### src/rtl/matmul_pkg.sv
// Shared types and sizing helpers for the sequential NxN matrix multiplier.
// Element indexing is row-major; result width grows with log2(N) so sums never wrap.
package matmul_pkg;

  typedef enum logic [0:0] {
    IDLE = 1'b0,
    RUN  = 1'b1
  } state_t;

  function automatic int elem_idx(input int r, input int c, input int n);
    return r * n + c;
  endfunction

  function automatic int calc_cw(input int dw, input int n);
    return 2 * dw + $clog2(n);
  endfunction

  // Counter width; a 1x1 matrix still needs a one-bit counter.
  function automatic int cnt_w(input int n);
    return (n > 1) ? $clog2(n) : 1;
  endfunction

endpackage

### src/rtl/matmul_mac.sv
// Combinational multiply-accumulate: acc_out = acc_in + a*b, product extended to CW
// either by zero-extension or sign-extension depending on SIGNED.
module matmul_mac #(
  parameter int DW     = 8,
  parameter int CW     = 17,
  parameter int SIGNED = 0
) (
  input  logic [DW-1:0] a,
  input  logic [DW-1:0] b,
  input  logic [CW-1:0] acc_in,
  output logic [CW-1:0] acc_out
);

  logic [CW-1:0] prod_ext_s;

  generate
    if (SIGNED != 0) begin : g_signed
      logic signed [2*DW-1:0] prod_s;
      assign prod_s     = $signed({{DW{a[DW-1]}}, a}) * $signed({{DW{b[DW-1]}}, b});
      assign prod_ext_s = CW'(prod_s);
    end else begin : g_unsigned
      logic [2*DW-1:0] prod_s;
      assign prod_s     = {{DW{1'b0}}, a} * {{DW{1'b0}}, b};
      assign prod_ext_s = CW'(prod_s);
    end
  endgenerate

  assign acc_out = acc_in + prod_ext_s;

endmodule

### src/rtl/matrix_mul_seq.sv
// Sequential NxN matrix multiplier C = A x B using one MAC per cycle (N^3 cycles per job).
// Operands are latched on start; c_flat updates atomically on completion with a one-cycle done pulse.
module matrix_mul_seq
  import matmul_pkg::*;
#(
  parameter  int N      = 2,
  parameter  int DW     = 8,
  parameter  int SIGNED = 0,
  localparam int CW     = calc_cw(DW, N)
) (
  input  logic                clk,
  input  logic                rst,
  input  logic                start,
  input  logic [N*N*DW-1:0]   a_flat,
  input  logic [N*N*DW-1:0]   b_flat,
  output logic                busy,
  output logic                done,
  output logic [N*N*CW-1:0]   c_flat
);

  localparam int              CNTW = cnt_w(N);
  localparam logic [CNTW-1:0] LAST = CNTW'(N - 1);
  localparam logic [CNTW-1:0] ONE  = CNTW'(1);
  localparam logic [CNTW-1:0] ZERO = CNTW'(0);

  state_t              state_r, state_next_s;
  logic [N*N*DW-1:0]   a_reg_r, b_reg_r;
  logic [CNTW-1:0]     i_r, j_r, k_r;
  logic [CW-1:0]       acc_r;
  logic [N*N*CW-1:0]   res_r, res_next_s, c_flat_r;
  logic                busy_r, done_r;
  logic [DW-1:0]       a_sel_s, b_sel_s;
  logic [CW-1:0]       mac_out_s;
  logic                last_mac_s;

  assign busy       = busy_r;
  assign done       = done_r;
  assign c_flat     = c_flat_r;
  assign last_mac_s = (i_r == LAST) && (j_r == LAST) && (k_r == LAST);

  // Operand fetch for the current (i,k) x (k,j) term and the working result with the new element merged in.
  always_comb begin
    a_sel_s    = a_reg_r[elem_idx(int'(i_r), int'(k_r), N) * DW +: DW];
    b_sel_s    = b_reg_r[elem_idx(int'(k_r), int'(j_r), N) * DW +: DW];
    res_next_s = res_r;
    res_next_s[elem_idx(int'(i_r), int'(j_r), N) * CW +: CW] = mac_out_s;
  end

  matmul_mac #(
    .DW     (DW),
    .CW     (CW),
    .SIGNED (SIGNED)
  ) u_mac (
    .a       (a_sel_s),
    .b       (b_sel_s),
    .acc_in  (acc_r),
    .acc_out (mac_out_s)
  );

  // State register.
  always_ff @(posedge clk) begin
    if (rst) begin
      state_r <= IDLE;
    end else begin
      state_r <= state_next_s;
    end
  end

  // Next-state logic.
  always_comb begin
    state_next_s = state_r;
    case (state_r)
      IDLE: begin
        if (start) begin
          state_next_s = RUN;
        end else begin
          state_next_s = IDLE;
        end
      end
      RUN: begin
        if (last_mac_s) begin
          state_next_s = IDLE;
        end else begin
          state_next_s = RUN;
        end
      end
      default: state_next_s = IDLE;
    endcase
  end

  // Datapath: operand capture, i/j/k walk, accumulation and the result bank.
  always_ff @(posedge clk) begin
    if (rst) begin
      a_reg_r  <= '0;
      b_reg_r  <= '0;
      i_r      <= ZERO;
      j_r      <= ZERO;
      k_r      <= ZERO;
      acc_r    <= '0;
      res_r    <= '0;
      c_flat_r <= '0;
      busy_r   <= 1'b0;
      done_r   <= 1'b0;
    end else begin
      done_r <= 1'b0;
      case (state_r)
        IDLE: begin
          if (start) begin
            a_reg_r <= a_flat;
            b_reg_r <= b_flat;
            i_r     <= ZERO;
            j_r     <= ZERO;
            k_r     <= ZERO;
            acc_r   <= '0;
            busy_r  <= 1'b1;
          end
        end
        RUN: begin
          if (k_r != LAST) begin
            acc_r <= mac_out_s;
            k_r   <= k_r + ONE;
          end else begin
            res_r <= res_next_s;
            acc_r <= '0;
            k_r   <= ZERO;
            if (j_r != LAST) begin
              j_r <= j_r + ONE;
            end else begin
              j_r <= ZERO;
              i_r <= (i_r == LAST) ? ZERO : i_r + ONE;
            end
            // Publish the whole matrix at once, including the element finished on this edge.
            if (last_mac_s) begin
              c_flat_r <= res_next_s;
              done_r   <= 1'b1;
              busy_r   <= 1'b0;
            end
          end
        end
        default: begin
          busy_r <= 1'b0;
        end
      endcase
    end
  end

endmodule

### config.mk
export PLATFORM = sky130hd
export DESIGN_NAME = matrix_mul_seq
export DESIGN_NICKNAME = d
export VERILOG_FILES = /design/src/rtl/matmul_pkg.sv /design/src/rtl/matmul_mac.sv /design/src/rtl/matrix_mul_seq.sv
export SDC_FILE = /design/constraint.sdc
export NUM_CORES = 1
export LEC_CHECK = 0
export BUFFER_PORTS_ARGS = -buffer_cell sky130_fd_sc_hd__buf_2
export CAP_MARGIN = 25
export CORE_ASPECT_RATIO = 1.75
export CORE_UTILIZATION = 52
export CTS_CLUSTER_DIAMETER = 150
export DETAILED_ROUTE_END_ITERATION = 16
export GPL_ROUTABILITY_DRIVEN = 0
export PLACE_DENSITY = 0.84
export SLEW_MARGIN = 10
export SYNTH_ARGS = -nofsm -noshare
export SYNTH_HDL_FRONTEND = slang
export SYNTH_HIERARCHICAL = 1
export SYNTH_SLANG_ARGS = --single-unit
### constraint.sdc
create_clock -name clk -period 5.12 [get_ports clk]
set_input_delay 0.512 -clock clk [delete_from_list [all_inputs] [get_ports clk]]
set_output_delay 0.512 -clock clk [all_outputs]
set_load 0.01 [all_outputs]
==> flow_summary.toml <==
[clocking]
clock_latency_ps = 490
cts_tree = "done"
cts_hold_buf = 0
clk_pin_slew_ps = 60
cts_htree_levels = 1
numClockSinks = 206
numCtsBuffers = 19
cts_buffer_depth = 3
cts-root-buf = "clkbuf_16"

[global_route]
first_global_vias = 9193
overflow = 0
grt_usage = 0.2816
grt_max_degree = 71
grt_antenna_before_repair = 0
grt_pass1_wl_um = 46030

[sta]
slew_violations = 0
tightest_slew_ps = 1031
setup_violations = 49
min_period_ps = 5354
period_share = 1.046
clock.fmax_mhz = 186.8
rsz0062_at_grt = "true"
layout_setup_ws_ps = -233.6
relSlewSlack = 0.3095
hold_viol = 0
fin_worst_skew_ps = 10.23
timing.hold.ws_ps = 251.4

[yosys]
yosysUniqueCellTypes = 61
synth.avg_cell_area_um2 = 9.041
ys_ff_latch = 206
synthTopCellsByCount = "nand2_1, dfxtp_1, a21oi_1"
synthDominantCellAreaShare = 0.3902
synth_cells = 1169
synth-seq-area-share = 0.3902
yosys.area.top_type = "dfxtp_1"
syn_nets = 1329
yosysWarnings = 6
synth_most_common_cell = "nand2_1"
synthFlopType = "dfxtp_1"
ys_top_cells_by_area = "dfxtp_1, fa_1, nand2_1"
synth_edf_count = 0
async_reset_ff_frac = 0
syn_area_um2 = 10570

[pwr]
p_per_area_nw_per_um2 = 275.6
p_leak_nw = 5.633
vdd_ir_drop_max_mv = 0.3492

[status]
failed_checks = "negative setup slack"
outcome = "complete, but fails checks"

[die]
die_area_um2 = 20920
top_level_ports = 137
die_y_um = 190.6
core_area_um2 = 19820
die_width_um = 109.8
initial_core_util = 0.5331
fp-row-count = 68

[critical_path]
critPathSlowestCell = "mux4_2"
worst_path_largest_cell_delay_ps = 560
worst-endpoint-arrival_ps = 5710
startpoint_type = "register"
path_cells = "buf_4, mux4_2, and2_4, fa_2, fa_1, inv_2, fa_1, fa_1, inv_2, ha_4, o21a_1, o31a_1, buf_6, o41ai_4, o21ai_2, xor2_1, buf_4, a32oi_1, nor2_1"
path_max_fanout = 8
cp.depth = 19
crit_top_cell = "fa_1"
critical_path_required_ps = 5470
worst-path-buf-inv = 5
crit_family = "adder cells"
worstSetupPathType = "register to register"
end_kind = "register"
r2r.worst_path.cells = 19

[finish]
area_growth_pct = 23.68
nNetsFinal = 1475
drive_gt1_frac = 0.2823
fill_cells = 1451
post-route-util = 0.6594
diodes = 0

[routing]
drc_errors = 0
drt-pass1-iter-count = 5
ant_nets = 0
wire_per_inst_um = 19.84
wl_um = 31150
drt-initial-drc-count = 805
vias = 9434
routed_via_density = 6.009

[placed_design]
dp_hpwl_um = 19500
port_buffers = 136

[worst_hold_path]
whs_path_depth = 3
min_path_type = "primary input to register"

[run]
max-cap-violations = 0
## where the power goes
| part | total, W | internal (W) | switching (W) |
|---|---|---|---|
| sequential | 0.00166 | 0.00164 | 0.0000264 |
| clock | 0.00139 | 0.000792 | 0.000600 |
| combinational | 0.000547 | 0.000227 | 0.000320 |
| total | 0.00360 | 0.00266 | 0.000946 |
## cell usage in the layout (no fill, tap or decap), types with 14 or more instances in the layout
| cell | count |
|---|---|
| and2_1 | 26 |
| inv_1 | 76 |
| a32oi_1 | 14 |
| nand2_1 | 208 |
| clkbuf_16 | 19 |
| fa_1 | 44 |
| nand3_1 | 15 |
| a22oi_1 | 22 |
| a221o_1 | 16 |
| nor2_1 | 44 |
| buf_2 | 135 |
| a22o_1 | 34 |
| nor3b_1 | 16 |
| ha_1 | 35 |
| nor2b_1 | 21 |
| a31oi_1 | 14 |
| inv_2 | 16 |
| o21ai_1 | 36 |
| a21oi_1 | 90 |
| mux4_2 | 16 |
| buf_6 | 26 |
| buf_4 | 58 |
| dfxtp_1 | 204 |
## routing by layer
metal  global-route usage  vias up  share of wire
li1                     -     4242              -
met2               0.5063      524           0.53
met3              0.04101      158          0.067
met1               0.3062     4510           0.34
met4               0.1651        0          0.063
met5                    0        -              0
## sequential cells by signal (all words and copies together) (netlist names)
signal / count
acc_r: 17
b_reg_r: 32
a_reg_r: 32
c_flat: 68
busy: 1
state_r: 1
res_r: 51
j_r: 1
done: 1
k_r: 1
i_r: 1
## logic make-up after synthesis
group / count (synthesis) / share of synthesized area
and+or+nand+nor: 375 / 0.1654
buffers and inverters: 193 / 0.07884
xor gates and xnor gates: 10 / 0.008288
AOI/OAI and AO/OA: 275 / 0.1766
DFF: 206 / 0.3902
muxes: 17 / 0.03504
adders and majority gates: 93 / 0.1456
## what timing repair did
action / 4_1_cts / 5_1_grt
pin swaps: 42 / 40
setup buffers: 13 / 12
gates resized for setup: 55 / 71
setup endpoints to repair: 65 / 74
## area by class of cell
type / count / area, um^2 / share of cell area
inverter: 92 / 345.3 / 0.02642
multi-input combinational: 770 / 6153 / 0.4708
clock buffer: 27 / 545.5 / 0.04173
timing repair buffer: 226 / 1536 / 0.1175
sequential: 206 / 4131 / 0.3161
tap: 245 / 306.5 / 0.02345
clock inverter: 4 / 52.55 / 0.004020
## tightest hold or removal path, cell delays in order
cell and delay [ps]:
buf_2 90, nand2_1 40, a21oi_1 50
## metrics by stage
stage	setup slack (ps)	power [W]	std cells	TNS [ps]	area [um^2]
3_5_place_dp	-380.5	0.002129	1511	-9598	11660
5_1_grt	-403.5	0.003711	1570	-13200	13070
6_report	-233.6	0.003602	1570	-5293	13070
2_1_floorplan	-110.1	0.001969	1169	-244.9	10650
4_1_cts	0.3890	0.003533	1555	0	12610
3_3_place_gp	-293.1	0.002109	1508	-3544	11600
## path summary, 6_finish.rpt
check                           startpoint          end  slack (ps)
worst max-delay path                   k_r    res_r[15]        -230
worst min-delay path            a_flat[21]  a_reg_r[21]         250
worst max register to register         k_r    res_r[15]        -230
worst min register to register  c_flat[26]   c_flat[26]         440
(Power assumes the default switching activity.)
